$ cat src/rtl/shift_ram_ctrl_if.sv
// Bus bundle between the delay-line controller, its sample source/sink and the
// external dual-port RAM.
interface shift_ram_ctrl_if #(
    parameter int DATA_WIDTH = 16,
    parameter int ADDR_WIDTH = 10
);
    logic                  enable;
    logic                  clear;
    logic [ADDR_WIDTH:0]   cfg_len;
    logic                  in_valid;
    logic [DATA_WIDTH-1:0] in_data;
    logic                  out_valid;
    logic [DATA_WIDTH-1:0] out_data;
    logic [1:0]            state;
    logic                  ram_we;
    logic [ADDR_WIDTH-1:0] ram_waddr;
    logic [DATA_WIDTH-1:0] ram_wdata;
    logic                  ram_re;
    logic [ADDR_WIDTH-1:0] ram_raddr;
    logic [DATA_WIDTH-1:0] ram_rdata;

    modport slave (
        input  enable, clear, cfg_len, in_valid, in_data, ram_rdata,
        output out_valid, out_data, state,
               ram_we, ram_waddr, ram_wdata, ram_re, ram_raddr
    );

    modport master (
        output enable, clear, cfg_len, in_valid, in_data, ram_rdata,
        input  out_valid, out_data, state,
               ram_we, ram_waddr, ram_wdata, ram_re, ram_raddr
    );
endinterface

$ cat src/rtl/shift_ram_ctrl.sv
// Programmable sample delay line built on an external READ_FIRST RAM: each
// accepted sample reads the slot it is about to overwrite, len_q samples old.
module shift_ram_ctrl #(
    parameter int DATA_WIDTH = 16,
    parameter int ADDR_WIDTH = 10
) (
    input  logic              clk,
    input  logic              rst_n,
    shift_ram_ctrl_if.slave   bus
);
    localparam logic [1:0] S_IDLE = 2'b00;
    localparam logic [1:0] S_FILL = 2'b01;
    localparam logic [1:0] S_RUN  = 2'b10;

    localparam logic [ADDR_WIDTH:0] DEPTH_L = {1'b1, {ADDR_WIDTH{1'b0}}};
    localparam logic [ADDR_WIDTH:0] ONE_L   = {{ADDR_WIDTH{1'b0}}, 1'b1};
    localparam logic [ADDR_WIDTH:0] ZERO_L  = '0;

    logic [1:0]            r_state;
    logic [1:0]            w_state_nxt;
    logic [ADDR_WIDTH-1:0] r_ptr;
    logic [ADDR_WIDTH-1:0] r_fill_cnt;
    logic [ADDR_WIDTH:0]   r_len;
    logic                  r_out_valid;

    logic                  w_flush;
    logic                  w_accept;
    logic                  w_last_ptr;
    logic                  w_last_fill;
    logic [ADDR_WIDTH:0]   w_len_m1;
    logic [ADDR_WIDTH:0]   w_cfg_len_eff;

    // clear and enable=0 both flush; either one also blocks the RAM access
    assign w_flush  = bus.clear || !bus.enable;
    assign w_accept = (r_state != S_IDLE) && !w_flush && bus.in_valid;

    // len_q is never 0, so len_q-1 always fits in ADDR_WIDTH bits
    assign w_len_m1    = r_len - ONE_L;
    assign w_last_ptr  = (r_ptr == w_len_m1[ADDR_WIDTH-1:0]);
    assign w_last_fill = (r_fill_cnt == w_len_m1[ADDR_WIDTH-1:0]);

    assign w_cfg_len_eff = ((bus.cfg_len == ZERO_L) || (bus.cfg_len > DEPTH_L))
                         ? DEPTH_L : bus.cfg_len;

    always_ff @(posedge clk or negedge rst_n) begin
        if (!rst_n) begin
            r_state <= S_IDLE;
        end else begin
            r_state <= w_state_nxt;
        end
    end

    always_comb begin
        w_state_nxt = r_state;
        if (w_flush) begin
            w_state_nxt = S_IDLE;
        end else begin
            case (r_state)
                S_IDLE:  w_state_nxt = S_FILL;
                S_FILL:  if (w_accept && w_last_fill) w_state_nxt = S_RUN;
                S_RUN:   w_state_nxt = S_RUN;
                default: w_state_nxt = S_IDLE;
            endcase
        end
    end

    always_comb begin
        bus.state     = r_state;
        bus.ram_we    = w_accept;
        bus.ram_re    = w_accept;
        bus.ram_waddr = r_ptr;
        bus.ram_raddr = r_ptr;
        bus.ram_wdata = bus.in_data;
        bus.out_valid = r_out_valid;
        bus.out_data  = bus.ram_rdata;
    end

    // ptr and fill_cnt only move on accepted samples, so in_valid gaps are harmless
    always_ff @(posedge clk or negedge rst_n) begin
        if (!rst_n) begin
            r_ptr       <= '0;
            r_fill_cnt  <= '0;
            r_len       <= DEPTH_L;
            r_out_valid <= 1'b0;
        end else if (w_flush) begin
            r_ptr       <= '0;
            r_fill_cnt  <= '0;
            r_out_valid <= 1'b0;
        end else begin
            r_out_valid <= w_accept && (r_state == S_RUN);
            if (r_state == S_IDLE) begin
                r_len <= w_cfg_len_eff;
            end
            if (w_accept) begin
                r_ptr <= w_last_ptr ? '0 : r_ptr + 1'b1;
            end
            if (w_accept && (r_state == S_FILL)) begin
                r_fill_cnt <= w_last_fill ? '0 : r_fill_cnt + 1'b1;
            end
        end
    end
endmodule

$ cat src/flat_wrapper.sv
// flat-port wrapper written by rule: the top's interface ports become plain ports
module shift_ram_ctrl_flat 
#(
    parameter int DATA_WIDTH = 16,
    parameter int ADDR_WIDTH = 10
)
  (clk, rst_n, bus_enable, bus_clear, bus_cfg_len, bus_in_valid, bus_in_data, bus_ram_rdata, bus_out_valid, bus_out_data, bus_state, bus_ram_we, bus_ram_waddr, bus_ram_wdata, bus_ram_re, bus_ram_raddr);
  shift_ram_ctrl_if #(.DATA_WIDTH(DATA_WIDTH), .ADDR_WIDTH(ADDR_WIDTH)) bus_i ();
  input  logic clk;
  input  logic rst_n;
  input wire logic [$bits(bus_i.enable)-1:0] bus_enable;
  input wire logic [$bits(bus_i.clear)-1:0] bus_clear;
  input wire logic [$bits(bus_i.cfg_len)-1:0] bus_cfg_len;
  input wire logic [$bits(bus_i.in_valid)-1:0] bus_in_valid;
  input wire logic [$bits(bus_i.in_data)-1:0] bus_in_data;
  input wire logic [$bits(bus_i.ram_rdata)-1:0] bus_ram_rdata;
  output wire logic [$bits(bus_i.out_valid)-1:0] bus_out_valid;
  output wire logic [$bits(bus_i.out_data)-1:0] bus_out_data;
  output wire logic [$bits(bus_i.state)-1:0] bus_state;
  output wire logic [$bits(bus_i.ram_we)-1:0] bus_ram_we;
  output wire logic [$bits(bus_i.ram_waddr)-1:0] bus_ram_waddr;
  output wire logic [$bits(bus_i.ram_wdata)-1:0] bus_ram_wdata;
  output wire logic [$bits(bus_i.ram_re)-1:0] bus_ram_re;
  output wire logic [$bits(bus_i.ram_raddr)-1:0] bus_ram_raddr;
  assign bus_i.enable = bus_enable;
  assign bus_i.clear = bus_clear;
  assign bus_i.cfg_len = bus_cfg_len;
  assign bus_i.in_valid = bus_in_valid;
  assign bus_i.in_data = bus_in_data;
  assign bus_i.ram_rdata = bus_ram_rdata;
  assign bus_out_valid = bus_i.out_valid;
  assign bus_out_data = bus_i.out_data;
  assign bus_state = bus_i.state;
  assign bus_ram_we = bus_i.ram_we;
  assign bus_ram_waddr = bus_i.ram_waddr;
  assign bus_ram_wdata = bus_i.ram_wdata;
  assign bus_ram_re = bus_i.ram_re;
  assign bus_ram_raddr = bus_i.ram_raddr;
  shift_ram_ctrl #(.DATA_WIDTH(DATA_WIDTH), .ADDR_WIDTH(ADDR_WIDTH)) u_core (.clk(clk), .rst_n(rst_n), .bus(bus_i));
endmodule
$ cat config.mk
export PLATFORM = sky130hd
export DESIGN_NAME = shift_ram_ctrl_flat
export DESIGN_NICKNAME = d
export VERILOG_FILES = /design/src/rtl/shift_ram_ctrl_if.sv /design/src/rtl/shift_ram_ctrl.sv /design/src/flat_wrapper.sv
export SDC_FILE = /design/constraint.sdc
export NUM_CORES = 1
export LEC_CHECK = 0
export CAP_MARGIN = 25
export CORE_MARGIN = 4
export CORE_UTILIZATION = 49
export CTS_CLUSTER_DIAMETER = 30
export DETAILED_ROUTE_END_ITERATION = 16
export PLACE_DENSITY = 0.88
export SKIP_LAST_GASP = 1
export SLEW_MARGIN = 15
export SYNTH_ARGS = -nofsm -noshare
export SYNTH_HDL_FRONTEND = slang
export SYNTH_SLANG_ARGS = --single-unit
$ cat constraint.sdc
create_clock -name clk -period 5.1 [get_ports clk]
set_input_delay 0.765 -clock clk [delete_from_list [all_inputs] [get_ports clk]]
set_output_delay 0.765 -clock clk [all_outputs]
set_load 0.01 [all_outputs]
; Word-level counts from Yosys, hierarchy flattened
; Cells that the tools add are included.
[word_totals]
register_bits = 33
inputBits = 48
elab_cells = 41
[classes]
n_addsub = 3
n_lt_le_gt_ge = 1
eq_ne = 5
n_mux = 11
bitwise = 1
n_reduce_logical = 15
[op_table]
columns = op, n
row1 = $mux 10, 7
row2 = $add 10x1->10 const B, 2
row3 = $eq 10x10->1, 2
row4 = $gt 11x11->1 const B, 1
row5 = $logic_not 11->1, 1
row6 = $sub 10x1->10 const B, 1
row7 = $pmux 2 s3, 1
row8 = $reduce_bool 2->1, 3
row9 = $logic_and 1x1->1, 5
row10 = $mux 2, 2
row11 = $ne 3x1->1 const B, 1
row12 = $eq 2x1->1 const B, 1
row13 = $eq 2x2->1 const B, 1
row14 = $logic_not 1->1, 2
row15 = $logic_not 2->1, 1
row16 = $logic_or 1x1->1, 2
row17 = $reduce_and 2->1, 1
row18 = $mux 1, 1
row19 = $not 1->1, 1

; Depth between registers and ports, before layout
[logic_depth]
word_depth = 9
ltp_mapped = 10
ltp_nobuf = 9

; Worst setup path after synthesis
; Ideal clock, no wire load.
[synth_timing]
path_type = register -> register
from = register u_core.r_len[0]
to = register u_core.r_ptr[2] (netlist: u_core.bus.ram_raddr[2])
setup_time_ns = 0.137
t_arrival_ns = 2.225
required_ns = 4.963
slack_ns = 2.738
stages_incl_launch_ff = 11
period_less_slack_ns = 2.362
path_cell_list = dfrtp_1 -> inv_1 -> ha_1 -> or4b_4 -> nor4_4 -> xnor2_1 -> a211oi_2 -> nand4b_4 -> buf_6 -> nand3b_2 -> a31oi_1
[synth_between]
elab_chain_cells = 5
[synth_rtl]
columns = item, line
row1 = from (decl), shift_ram_ctrl.sv:23  ; logic [ADDR_WIDTH:0] r_len;
row2 = from (signal assigned), shift_ram_ctrl.sv:92  ; r_len <= w_cfg_len_eff;
row3 = $sub 10x1->10, shift_ram_ctrl.sv:38  ; assign w_len_m1 = r_len - ONE_L;
row4 = $eq 10x10->1, shift_ram_ctrl.sv:39  ; assign w_last_ptr = (r_ptr == w_len_m1[ADDR_WIDTH-1:0]);
row5 = $mux 10, shift_ram_ctrl.sv:95  ; r_ptr <= w_last_ptr ? '0 : r_ptr + 1'b1;
row6 = $mux 10, shift_ram_ctrl.sv:94  ; if (w_accept) begin
row7 = $mux 10, shift_ram_ctrl.sv:85  ; end else if (w_flush) begin
row8 = to (signal assigned), shift_ram_ctrl.sv:95
row9 = to (decl), shift_ram_ctrl.sv:21  ; logic [ADDR_WIDTH-1:0] r_ptr;
; No other way between the ends. The select of a mux whose other input is x is not followed.
; A chain may end at the register's enable or synchronous reset.

; Worst setup path after layout
[layout_timing]
from = input port bus_in_valid
to = output port bus_ram_re
[layout_between]
elab_chain_cells = 1
[layout_rtl]
columns = item, line
row1 = from (decl), flat_wrapper.sv:14  ; input wire logic [$bits(bus_i.in_valid)-1:0] bus_in_valid;
row2 = $logic_and 1x1->1, shift_ram_ctrl.sv:35  ; assign w_accept = (r_state != S_IDLE) && !w_flush && bus.in_valid;
row3 = to (decl), flat_wrapper.sv:23  ; output wire logic [$bits(bus_i.ram_re)-1:0] bus_ram_re;
; No other way between the ends.

==> impl_metrics.csv <==
group,metric,value,unit
detailed_routing,vias_per_cell,5.93,
power,post-layout-total-power,0.693,mW
worst_hold_path,min_path_type,"register to register",
yosys,yosysMostFrequentCell,"buf_4",
yosys,ys.flop_type,"dfrtp_1",
sta,min_period,3.34,ns
clocking,hold_buffers,0,
layout,syn_to_final_growth,5.99,%
floorplanning,core,5510,µm²
setup_path,crit_required,4.34,ns
layout,n_antenna_cell,0,
placement,dpl_cell_area,2860,µm²
global_routing,grt_first_pass_wirelength,9870,µm
yosys,synth_common_cells,"buf_4, nand2_1, dfrtp_1, nand3_1",
setup_path,r2r_setup_slack,2.04,ns
detailed_routing,via_count,2336,
outcome,status,"finished clean",
setup_path,crit_type,"input port to primary output",
yosys,seq_area_frac_synth,0.297,
floorplanning,die_w,83.3,µm
global_routing,grt_antenna_before_repair,0,
yosys,syn_area_per_cell,8.30,µm²
setup_path,startpoint_type,"input port",
setup_path,crit_family,"buffers and inverters",
yosys,syn_area,2780,µm²
sta,max_freq,300,MHz
detailed_routing,post_drt_wl_per_cell,14.4,µm
clocking,cts.sinks,33,
setup_path,critPathBufInv,2,
global_routing,first_global_vias,2149,
clocking,cts_tree,"done",
sta,worstMarginPinSlew,0.707,ns
setup_path,slowest_stage,"clkdlybuf4s50_1",
clocking,clkTransAtPathRegs,0.07,ns
global_routing,grt_use_total,0.168,
layout,final_util,0.535,
clocking,clock_latency,0.29,ns
clocking,post-cts-setup-buffers,0,
clocking,cts-resized-gates,0,
detailed_routing,drt_pass1_iterations,4,
yosys,yosys.area.top_type,"dfrtp_1",
setup_path,crit_arrival,2.57,ns
yosys,async_flop_share,1.00,
clocking,cts_buffers,5,
yosys,synthCells,335,
yosys,synth_top_area_share,0.297,
detailed_routing,drt-total-wl,5670,µm
yosys,synthTopCellsByArea,"dfrtp_1, buf_4, nand2_1",
floorplanning,start_util,0.505,
sta,drv_slew,0,
layout,final_cell_area,2950,µm²
floorplanning,dieHeight,83.3,µm
global_routing,overflow,0,
detailed_routing,ant_nets,0,
placement,dp_hpwl,4230,µm
setup_path,cp_common_cell,"clkdlybuf4s50_1",
detailed_routing,drcViolationCount,0,
sta,skew,0.00318,ns
floorplanning,rows,27,
global_routing,grt_max_degree,34,
yosys,ys_types,56,
detailed_routing,dr.first_iter.drc_count,206,
power,p_leak,1.16,nW
floorplanning,io_pins,105,
layout,fin_nets,375,
power,p_per_area,235,nW/µm²
yosys,synth_edf_count,0,
yosys,ys_warn_count,0,
job,drv_cap,0,
setup_path,crit_path_max_incr_delay,0.60,ns
setup_path,path_cells,"clkdlybuf4s50_1 > nand2b_1 > nor2_1 > clkdlybuf4s50_1",
yosys,ys_ff_latch,33,
placement,port_buffers,40,
sta,setup_violations,0,
power,vdd_drop_max,0.170,mV
sta,rsz0062_at_grt,"no",
sta,finalCritPeriodShare,0.654,
setup_path,crit_fanout,19,
sta,finalHoldViolCount,0,
clocking,cts.path.max_buffers,2,
clocking,cts-root-buf,"clkbuf_8",
layout,layout-drive-gt1-share,0.0714,
sta,tns,0,ns
placement,gp_congestion,0.836,
yosys,synth_fp_nets,389,
clocking,cts.htree.levels,2,
sta,slew_headroom,0.528,
setup_path,cp-end-kind,"primary output",
floorplanning,die_area,6940,µm²
-- registers in the layout, indices dropped and copies added (netlist names) --
register	flops
u_core.bus.state	2
u_core.r_fill_cnt	10
u_core.r_len	10
u_core.bus.out_valid	1
u_core.bus.ram_raddr	10
-- per-layer routing --
metal  track usage  share of wire
met3        0.0327          0.065
met2         0.265           0.48
met1         0.224           0.44
met4        0.0728          0.020
met5             0              0
-- layout make-up --
class	instances	area, µm²
sequential	33	826
tap	72	90.1
clock buffer	6	72.6
timing repair buffer	41	408
inverter	10	37.5
clock inverter	2	10.0
multi-input combinational	230	1500
fill	504	2560
-- path summary, 6_finish.rpt --
path,from,end,cells past startpoint
max in group asynchronous,rst_n,u_core.bus.ram_raddr[6],2
worst min register to register,u_core.r_len[9],u_core.r_len[9],2
worst max-delay path,bus_in_valid,bus_ram_re,4
worst max register to register,u_core.r_len[0],u_core.r_fill_cnt[3],9
min in group asynchronous,rst_n,u_core.r_fill_cnt[6],2
worst min-delay path,u_core.r_len[9],u_core.r_len[9],2
-- tightest hold or removal path, cell delays in order, from the launching register on --
cell	delay, ns
dfrtp_1	0.40
nand2_1	0.06
o21ai_0	0.06
-- through the flow --
stage,cells,worst slack [ns],hold slack [ns]
finish,394,1.76,0.555
global route,394,1.62,0.598
CTS,394,1.78,0.558
detailed placement,386,1.80,0.543
global placement,386,1.85,0.534
floorplan,335,2.74,0.469
-- cells in the final DEF, fill, tap and decap left out, drive strengths merged, types with 3 or more instances in the layout --
master / n
a211oi: 3
a21o: 4
a21oi: 12
a31oi: 7
and3: 7
clkbuf: 6
clkdlybuf4s50: 40
dfrtp: 33
ha: 6
inv: 10
mux2i: 3
nand2: 40
nand2b: 15
nand3: 19
nor2: 6
nor2b: 3
nor3: 12
nor3b: 6
nor4: 6
o211ai: 4
o21ai: 16
o21bai: 5
or2: 3
xnor2: 15
xor2: 8
-- report_power, final --
group | switching, mW | internal [mW] | leakage, nW
logic | 0.0998 | 0.0945 | 0.663
registers | 0.0359 | 0.274 | 0.451
clock network | 0.0946 | 0.0944 | 0.0450
-- logic make-up after synthesis --
logic type	after synthesis	synth area share
muxes	3	0.0108
buffers and inverters	72	0.163
DFF	33	0.297
AOI/OAI and AO/OA	66	0.159
adders and majority gates	6	0.0270
and+or+nand+nor	132	0.271
xor gates and xnor gates	23	0.0725
No activity file was read; power rests on OpenSTA's default activity.
